==> config.mk <==
export PLATFORM = sky130hd
export DESIGN_NAME = instr_encoder_loader
export DESIGN_NICKNAME = d
export VERILOG_FILES = /design/src/rtl/instr_encoder_loader.sv
export SDC_FILE = /design/constraint.sdc
export NUM_CORES = 1
export LEC_CHECK = 0
export ABC_AREA = 1
export CORE_ASPECT_RATIO = 2
export CORE_MARGIN = 2
export CORE_UTILIZATION = 44
export DETAILED_ROUTE_END_ITERATION = 7
export GPL_TIMING_DRIVEN = 0
export MAX_ROUTING_LAYER = met4
export PLACE_DENSITY = 0.79
export SLEW_MARGIN = 20
export SYNTH_ARGS = -nofsm -noshare
export SYNTH_HDL_FRONTEND = slang
export SYNTH_SLANG_ARGS = --single-unit
==> constraint.sdc <==
create_clock -name clk -period 1.7 [get_ports clk]
set_input_delay 0.34 -clock clk [delete_from_list [all_inputs] [get_ports clk]]
set_output_delay 0.34 -clock clk [all_outputs]
set_load 0.03 [all_outputs]
==> src/rtl/instr_encoder_loader.sv <==
// instr_encoder_loader
//   Turns symbolic instruction commands (mnemonic code plus register and
//   immediate fields) into 32-bit MIPS words. The words are written to
//   instruction memory one after another, starting at BASE_ADDR.
//
//   Ports:
//     clk, reset_n            clock; synchronous active-low reset
//     start                   1-cycle pulse that begins a program (IDLE only)
//     cmd_valid / cmd_ready   command handshake
//     cmd_op                  0 nop, 1 addu, 2 subu, 3 ori, 4 lui, 5 lw,
//                             6 sw, 7 beq, 8 jal, 9 jr; 10-15 are illegal
//     cmd_rs/rt/rd/imm/target instruction fields
//     cmd_last                marks the final command of the program
//     im_we/im_addr/im_wdata  instruction memory write port
//     word_count              number of words written in this program
//     done                    1-cycle pulse when the program load finishes
//     err                     sticky flag: an illegal op was seen since start
//     full                    DEPTH words have been written
module instr_encoder_loader #(
  parameter logic [31:0] BASE_ADDR = 32'h0000_3000,
  parameter int unsigned DEPTH     = 1024
) (
  input  logic        clk,
  input  logic        reset_n,
  input  logic        start,
  input  logic        cmd_valid,
  output logic        cmd_ready,
  input  logic [3:0]  cmd_op,
  input  logic [4:0]  cmd_rs,
  input  logic [4:0]  cmd_rt,
  input  logic [4:0]  cmd_rd,
  input  logic [15:0] cmd_imm,
  input  logic [25:0] cmd_target,
  input  logic        cmd_last,
  output logic        im_we,
  output logic [31:0] im_addr,
  output logic [31:0] im_wdata,
  output logic [10:0] word_count,
  output logic        done,
  output logic        err,
  output logic        full
);

  typedef enum logic [1:0] {IDLE, RUN, FIN} state_t;

  localparam logic [10:0] DEPTH_W = 11'(DEPTH);

  state_t      state;
  logic        last_accepted;
  logic [31:0] nxt_addr;
  logic        accept;
  logic        legal;
  logic [31:0] enc;

  // last_accepted blocks further commands in the cycle that the final write
  // is visible. The FSM then leaves RUN one cycle later, so done follows
  // that write.
  assign cmd_ready = (state == RUN) & ~full & ~last_accepted;
  assign accept    = cmd_valid & cmd_ready;

  always_comb begin
    enc   = '0;
    legal = 1'b1;
    unique case (cmd_op)
      4'd0: enc = '0;
      4'd1: enc = {6'h00, cmd_rs, cmd_rt, cmd_rd, 5'd0, 6'h21};
      4'd2: enc = {6'h00, cmd_rs, cmd_rt, cmd_rd, 5'd0, 6'h23};
      4'd3: enc = {6'h0d, cmd_rs, cmd_rt, cmd_imm};
      4'd4: enc = {6'h0f, 5'd0,   cmd_rt, cmd_imm};
      4'd5: enc = {6'h23, cmd_rs, cmd_rt, cmd_imm};
      4'd6: enc = {6'h2b, cmd_rs, cmd_rt, cmd_imm};
      4'd7: enc = {6'h04, cmd_rs, cmd_rt, cmd_imm};
      4'd8: enc = {6'h03, cmd_target};
      4'd9: enc = {6'h00, cmd_rs, 15'd0, 6'h08};
      default: legal = 1'b0;
    endcase
  end

  always_ff @(posedge clk) begin
    if (!reset_n) begin
      state         <= IDLE;
      im_we         <= 1'b0;
      done          <= 1'b0;
      err           <= 1'b0;
      full          <= 1'b0;
      im_addr       <= BASE_ADDR;
      nxt_addr      <= BASE_ADDR;
      im_wdata      <= '0;
      word_count    <= '0;
      last_accepted <= 1'b0;
    end else begin
      im_we <= 1'b0;
      done  <= 1'b0;
      unique case (state)
        IDLE: begin
          if (start) begin
            state         <= RUN;
            err           <= 1'b0;
            full          <= 1'b0;
            word_count    <= '0;
            im_addr       <= BASE_ADDR;
            nxt_addr      <= BASE_ADDR;
            last_accepted <= 1'b0;
          end
        end
        RUN: begin
          if (last_accepted || full) begin
            state <= FIN;
            done  <= 1'b1;
          end else if (accept) begin
            if (cmd_last) last_accepted <= 1'b1;
            if (legal) begin
              im_we    <= 1'b1;
              im_addr  <= nxt_addr;
              im_wdata <= enc;
              nxt_addr <= nxt_addr + 32'd4;
              if (word_count != DEPTH_W) begin
                word_count <= word_count + 11'd1;
                if (word_count + 11'd1 == DEPTH_W) full <= 1'b1;
              end
            end else begin
              err <= 1'b1;
            end
          end
        end
        FIN:     state <= IDLE;
        default: state <= IDLE;
      endcase
    end
  end

endmodule

### Word-level counts from Yosys, hierarchy flattened

Cells that the tools add are included.

* register bits: 114

* $add $sub $neg: 2
* bitwise logic cells: 9
* reduce and logical (&&, ||, !) cells: 14
* muxes and demuxes: 37
* equality and inequality tests: 21

Operators with widths (count)
* $pmux 32 s9: 1
* $mux 32: 7
* $pmux 32 s2: 2
* $mux 11: 5
* $add 32x3->32 const B: 1
* $pmux 11 s2: 1
* $eq 4x3->1 const B: 4
* $mux 1: 15
* $reduce_and 5->1: 3
* $ne 2x2->1 const B: 6
* $add 11x1->11 const B: 1
* $eq 11x11->1 const B: 1
* $ne 11x11->1 const B: 1
* $reduce_or 10->1: 1
* $eq 4x2->1 const B: 2
* $eq 4x4->1 const B: 2
* $reduce_and 7->1: 1
* $ne 2x1->1 const B: 3
* $not 1->1: 6
* $pmux 1 s2: 3
* $reduce_and 6->1: 1
* $eq 4x1->1 const B: 1
* $logic_not 4->1: 1
* $mux 2: 2
* 9 further kinds: 12

### Longest topological paths before layout

* depth in word-level cells: 8
* mapped depth: 12
* mapped depth without buffers: 11

### Worst setup path before layout

No wires, ideal clock.

* path type: register -> register
* start: reg full
* end: reg nxt_addr[10]
* period minus slack after synthesis: 1.730 ns
* setup time: 0.123 ns
* data arrival time: 1.608 ns
* path buffers: 1
* stages on the path, launching flop included: 12
* path slack: -0.030 ns
* cell sequence: dfxtp_1 -> inv_1 -> nand2_1 -> nor2_4 -> nand2_2 -> nand2_4 -> nand2_4 -> buf_6 -> inv_4 -> nand2_1 -> o21ai_1 -> a21boi_1

* longest elaborated chain between the ends: 6
* elaborated cells on any way between the ends: 8
* classes of those cells: 2 x eq/ne; 4 x bitwise; 2 x reduce/logical

Ends and longest elaborated chain
* start: declaration: RTL line 41 `output logic full`
* start signal: assignment: RTL line 85 `full <= 1'b0;`
* start signal: assignment: RTL line 99 `full <= 1'b0;`
* start signal: assignment: RTL line 119 `if (word_count + 11'd1 == DEPTH_W) full <= 1'b1;`
* $not 1->1: RTL line 58 `assign cmd_ready = (state == RUN) & ~full & ~last_accepted;`
* $and 1x1->1 (2 in a row): RTL line 58
* via cmd_ready: RTL line 27 `output logic cmd_ready,`
* $and 1x1->1: RTL line 59 `assign accept = cmd_valid & cmd_ready;`
* $ne 2x2->1 (no source line)
* $reduce_and 5->1 (no source line)
* end signal: assignment: RTL line 116 `nxt_addr <= nxt_addr + 32'd4;`
* end: declaration: RTL line 50 `logic [31:0] nxt_addr;`

The timed path passes the listed nets, and every way through them passes these cells.
A chain may end at the register's enable or synchronous reset.

### Worst setup path in the final report

* start: reg nxt_addr[2]
* end: reg nxt_addr[20]

* longest elaborated chain between the ends: 5

Ends and longest elaborated chain
* $add 32x3->32: RTL line 116
* $mux 32: RTL line 112 `if (legal) begin`
* $mux 32: RTL line 110 `end else if (accept) begin`
* $mux 32: RTL line 107 `if (last_accepted || full) begin`
* $pmux 32 s2: RTL line 94 `unique case (state)`

No other way between the ends. The select of a mux whose other input is x is not followed.

==> results.ini <==
[pwr]
design_power_total_w = 0.00563
leakage_nw = 3.27
power.switching_w = 0.00162
combPwrFrac_pct = 16.4
p_clk_share_pct = 36.6
power_density_nw_per_um2 = 757
peakVddDrop_mv = 0.579
internal_pwr_total_w = 0.00400
power_frac_seq_pct = 47.0
swShare_pct = 28.8

[worst_setup_path]
critical_path.max_fanout = 5
worst-endpoint-arrival_ps = 2070
timing_worst_setup_path_type = reg -> reg
library_cell_contributing_the_largest_single_delay_on_the_critical_path = dfxtp_4
critPathBufInv = 1
cp_cell_sequence = ha_4 -> nand2_4 -> nor2_4 -> nand2_2 -> nor2_4 -> inv_2 -> nor3_4 -> nand2_1 -> nand2_1 -> nand2_1 -> nor2_1
end_kind = register
critical-path-top-cell-by-count = nand2_1
critical_path_rt_ps = 2000
cp_top_family = simple AND/OR/NAND/NOR gates
cp-start-kind = register
slowest_delay_ps = 380

[floorplan]
floorplan.initialDensity_pct = 45.2
fp-row-count = 56
die_boundary_width_um = 81.8
floorplan.die_area_um2 = 13100
num_io_pins = 146
die_height_um = 160
coreArea_um2 = 11800

[hold_path]
min_path_type = reg -> reg

[layout]
diodes = 0
final_layout_size_suffix_gt1_share_pct = 12.8
postLayoutCoreUtil_pct = 63.1
syn_to_final_growth_pct = 39.6
final_net_count = 1024
instances_no_fill = 1105

[placed_design]
dp_hpwl_um = 12800
place.gp.congestion = 0.923
portBuffers = 144
place_inst = 1076

[logic_synthesis]
synth-seq-cells = 110
synth.net_count = 856
yosysSeqAreaShare_pct = 41.4
syn-cell-area_um2 = 5330
synthesis.yosys.warnings = 0
ys_types = 45
postSynthCellCount = 787
post_synth.cell_area_avg_um2 = 6.77

[routing]
detail_route.iter0.violations = 316
vias = 5762
post_route_drc_violation_count = 0
totalWireLength_um = 17100
ant_nets = 0
drt_pass1_iterations = 4
via_per_inst = 5.21
wire_per_inst_um = 15.4

[clock_network]
holdBufCountCts = 0
clkLatencyLatePin_ps = 360
number_of_buffers_created_by_cts = 9
cts_root_buf = clkbuf_16
cts.sinks = 110
worst_setup_hold_path_clk_slew_ps = 70
clock_tree_from_tritoncts = built
h-tree-depth = 3
clock_tree.buffer_depth = 2

[job]
max_cap_viol_count = 0

[global_route]
globalRoute.totalOverflow = 0
grt_pass1_vias = 5530
grt_antenna_before_repair = 0
grtUsageTotal_pct = 26.5
first_pass_grt_wire_length_um = 26200
grt_start_max_net_pins = 20

[sta]
fin_skew_ps = 10.2
final-hold-violation-count = 0
max-slew-margin-rel_pct = 63.8
final_critical_path_setup_slack_ps = -65.3
final_min_period_over_clock_period_pct = 104
final.min_clock_period_ps = 1770
max_freq_mhz = 566
timing_worst_slew_pin_value_ps = 544
grt_setup_unrepaired = true
fin_worst_hold_slack_ps = 459
final_max_slew_viol_count = 0
setup-violations-final = 7
setup_tns_ps = -123

[run_status]
violations = negative setup slack
status = finished, violations left

==> per-stage QoR <==
step,area (um^2),setup slack (ps)
floorplan,5330,4.79
global placement,6950,-672
detailed placement,6950,-668
CTS,7260,0.613
global route,7430,-189
finish,7430,-65.3
==> routing by layer <==
layer / routed length (um) / share of wire [%] / global-route usage [%]
met1: 5630 / 33 / 23.1
met2: 9590 / 56 / 50.3
met3: 1070 / 6.3 / 5.44
met4: 771 / 4.5 / 13.1
met5: 0 / 0 / -
==> flip-flops by register name (all words and copies together) (netlist names) <==
register and cells:
im_we 1, state 2, word_count 11, full 1, err 1, im_addr 31
done 1, nxt_addr 30, im_wdata 31, last_accepted 1
==> path summary, 6_finish.rpt <==
check | start | to | slack, ps | depth (start not counted)
worst max-delay path | nxt_addr[2]$_SDFFE_PN0P_ | nxt_addr[20]$_SDFFE_PN0P_ | -70 | 11
worst min-delay path | err$_SDFFE_PN0P_ | err$_SDFFE_PN0P_ | 460 | 2
worst max register to register | nxt_addr[2]$_SDFFE_PN0P_ | nxt_addr[20]$_SDFFE_PN0P_ | -70 | 11
worst min register to register | err$_SDFFE_PN0P_ | err$_SDFFE_PN0P_ | 460 | 2
==> power groups by stage <==
stage | sequential (W) | clock [W] | combinational [W]
global placement | 0.00270 | 0 | 0.000842
global route | 0.00265 | 0.00219 | 0.000998
floorplan | 0.00275 | 0 | 0.000423
finish | 0.00264 | 0.00206 | 0.000923
CTS | 0.00264 | 0.00208 | 0.000878
detailed placement | 0.00270 | 0 | 0.000846
==> synthesized netlist by cell type (all sizes together) <==
library cell / count / area (um^2)
a21boi: 1 / 7.51
a21oi: 83 / 415
a22o: 7 / 61.3
a31o: 1 / 8.76
a31oi: 1 / 6.26
a32o: 5 / 50.1
and3: 1 / 6.26
buf: 20 / 136
clkbuf: 14 / 52.6
clkinv: 2 / 7.51
conb: 1 / 3.75
dfxtp: 110 / 2200
ha: 3 / 37.5
inv: 73 / 277
nand2: 253 / 972
nand3: 70 / 355
nand3b: 1 / 7.51
nand4: 11 / 68.8
nor2: 85 / 353
nor3: 12 / 87.6
nor3b: 2 / 20.0
nor4: 2 / 12.5
o2111ai: 1 / 8.76
o211ai: 1 / 7.51
o21ai: 22 / 121
o21bai: 2 / 15.0
o22ai: 1 / 6.26
xnor2: 1 / 8.76
xor2: 1 / 8.76
==> cell type report <==
class	count	area, um^2
tap	145	181
multi-input combinational	568	2770
timing repair buffer	157	1450
clock inverter	7	58.8
clock buffer	9	225
buffer	34	239
fill	1073	4340
inverter	75	289
sequential	110	2220
==> timing repair <==
action / 4_1_cts / 5_1_grt
hold endpoints to repair: 0 / 0
gates resized for setup: 109 / 58
setup buffers: 9 / 4
setup endpoints to repair: 176 / 98
pin swaps: 16 / 13
cloned: 0 / 0
==> cell families (layout without fill, tap and decap cells) <==
| family | count (synthesis) | in the layout | synth area share [%] |
|---|---|---|---|
| simple gates | 437 | 437 | 35.4 |
| compound gates | 125 | 125 | 13.3 |
| flops | 110 | 110 | 41.4 |
| buf+inv | 109 | 282 | 8.88 |
| fa+ha+maj | 3 | 3 | 0.705 |
| xor+xnor | 2 | 2 | 0.329 |
| other cells | 1 | 1 | 0.0704 |
==> cells in the final DEF, fill, tap and decap left out, drive strengths merged, types with 5 or more instances in the layout <==
cell type,count
buf,30
nor2,85
inv,75
a22o,7
nand2,253
dlygate4sd2,77
nor3,12
clkdlybuf4s50,61
a32o,5
nand4,11
a21oi,83
dlymetal6s2s,5
dfxtp,110
clkbuf,27
o21ai,22
nand3,70
==> worst register-to-register path: stages (launching register included) <==
cell	delay, ps
dfxtp_4	380
ha_4	150
nand2_4	70
nor2_4	120
nand2_2	70
nor2_4	170
inv_2	70
nor3_4	290
nand2_1	160
nand2_1	100
nand2_1	50
nor2_1	80
Power figures use the tool's default switching activity.
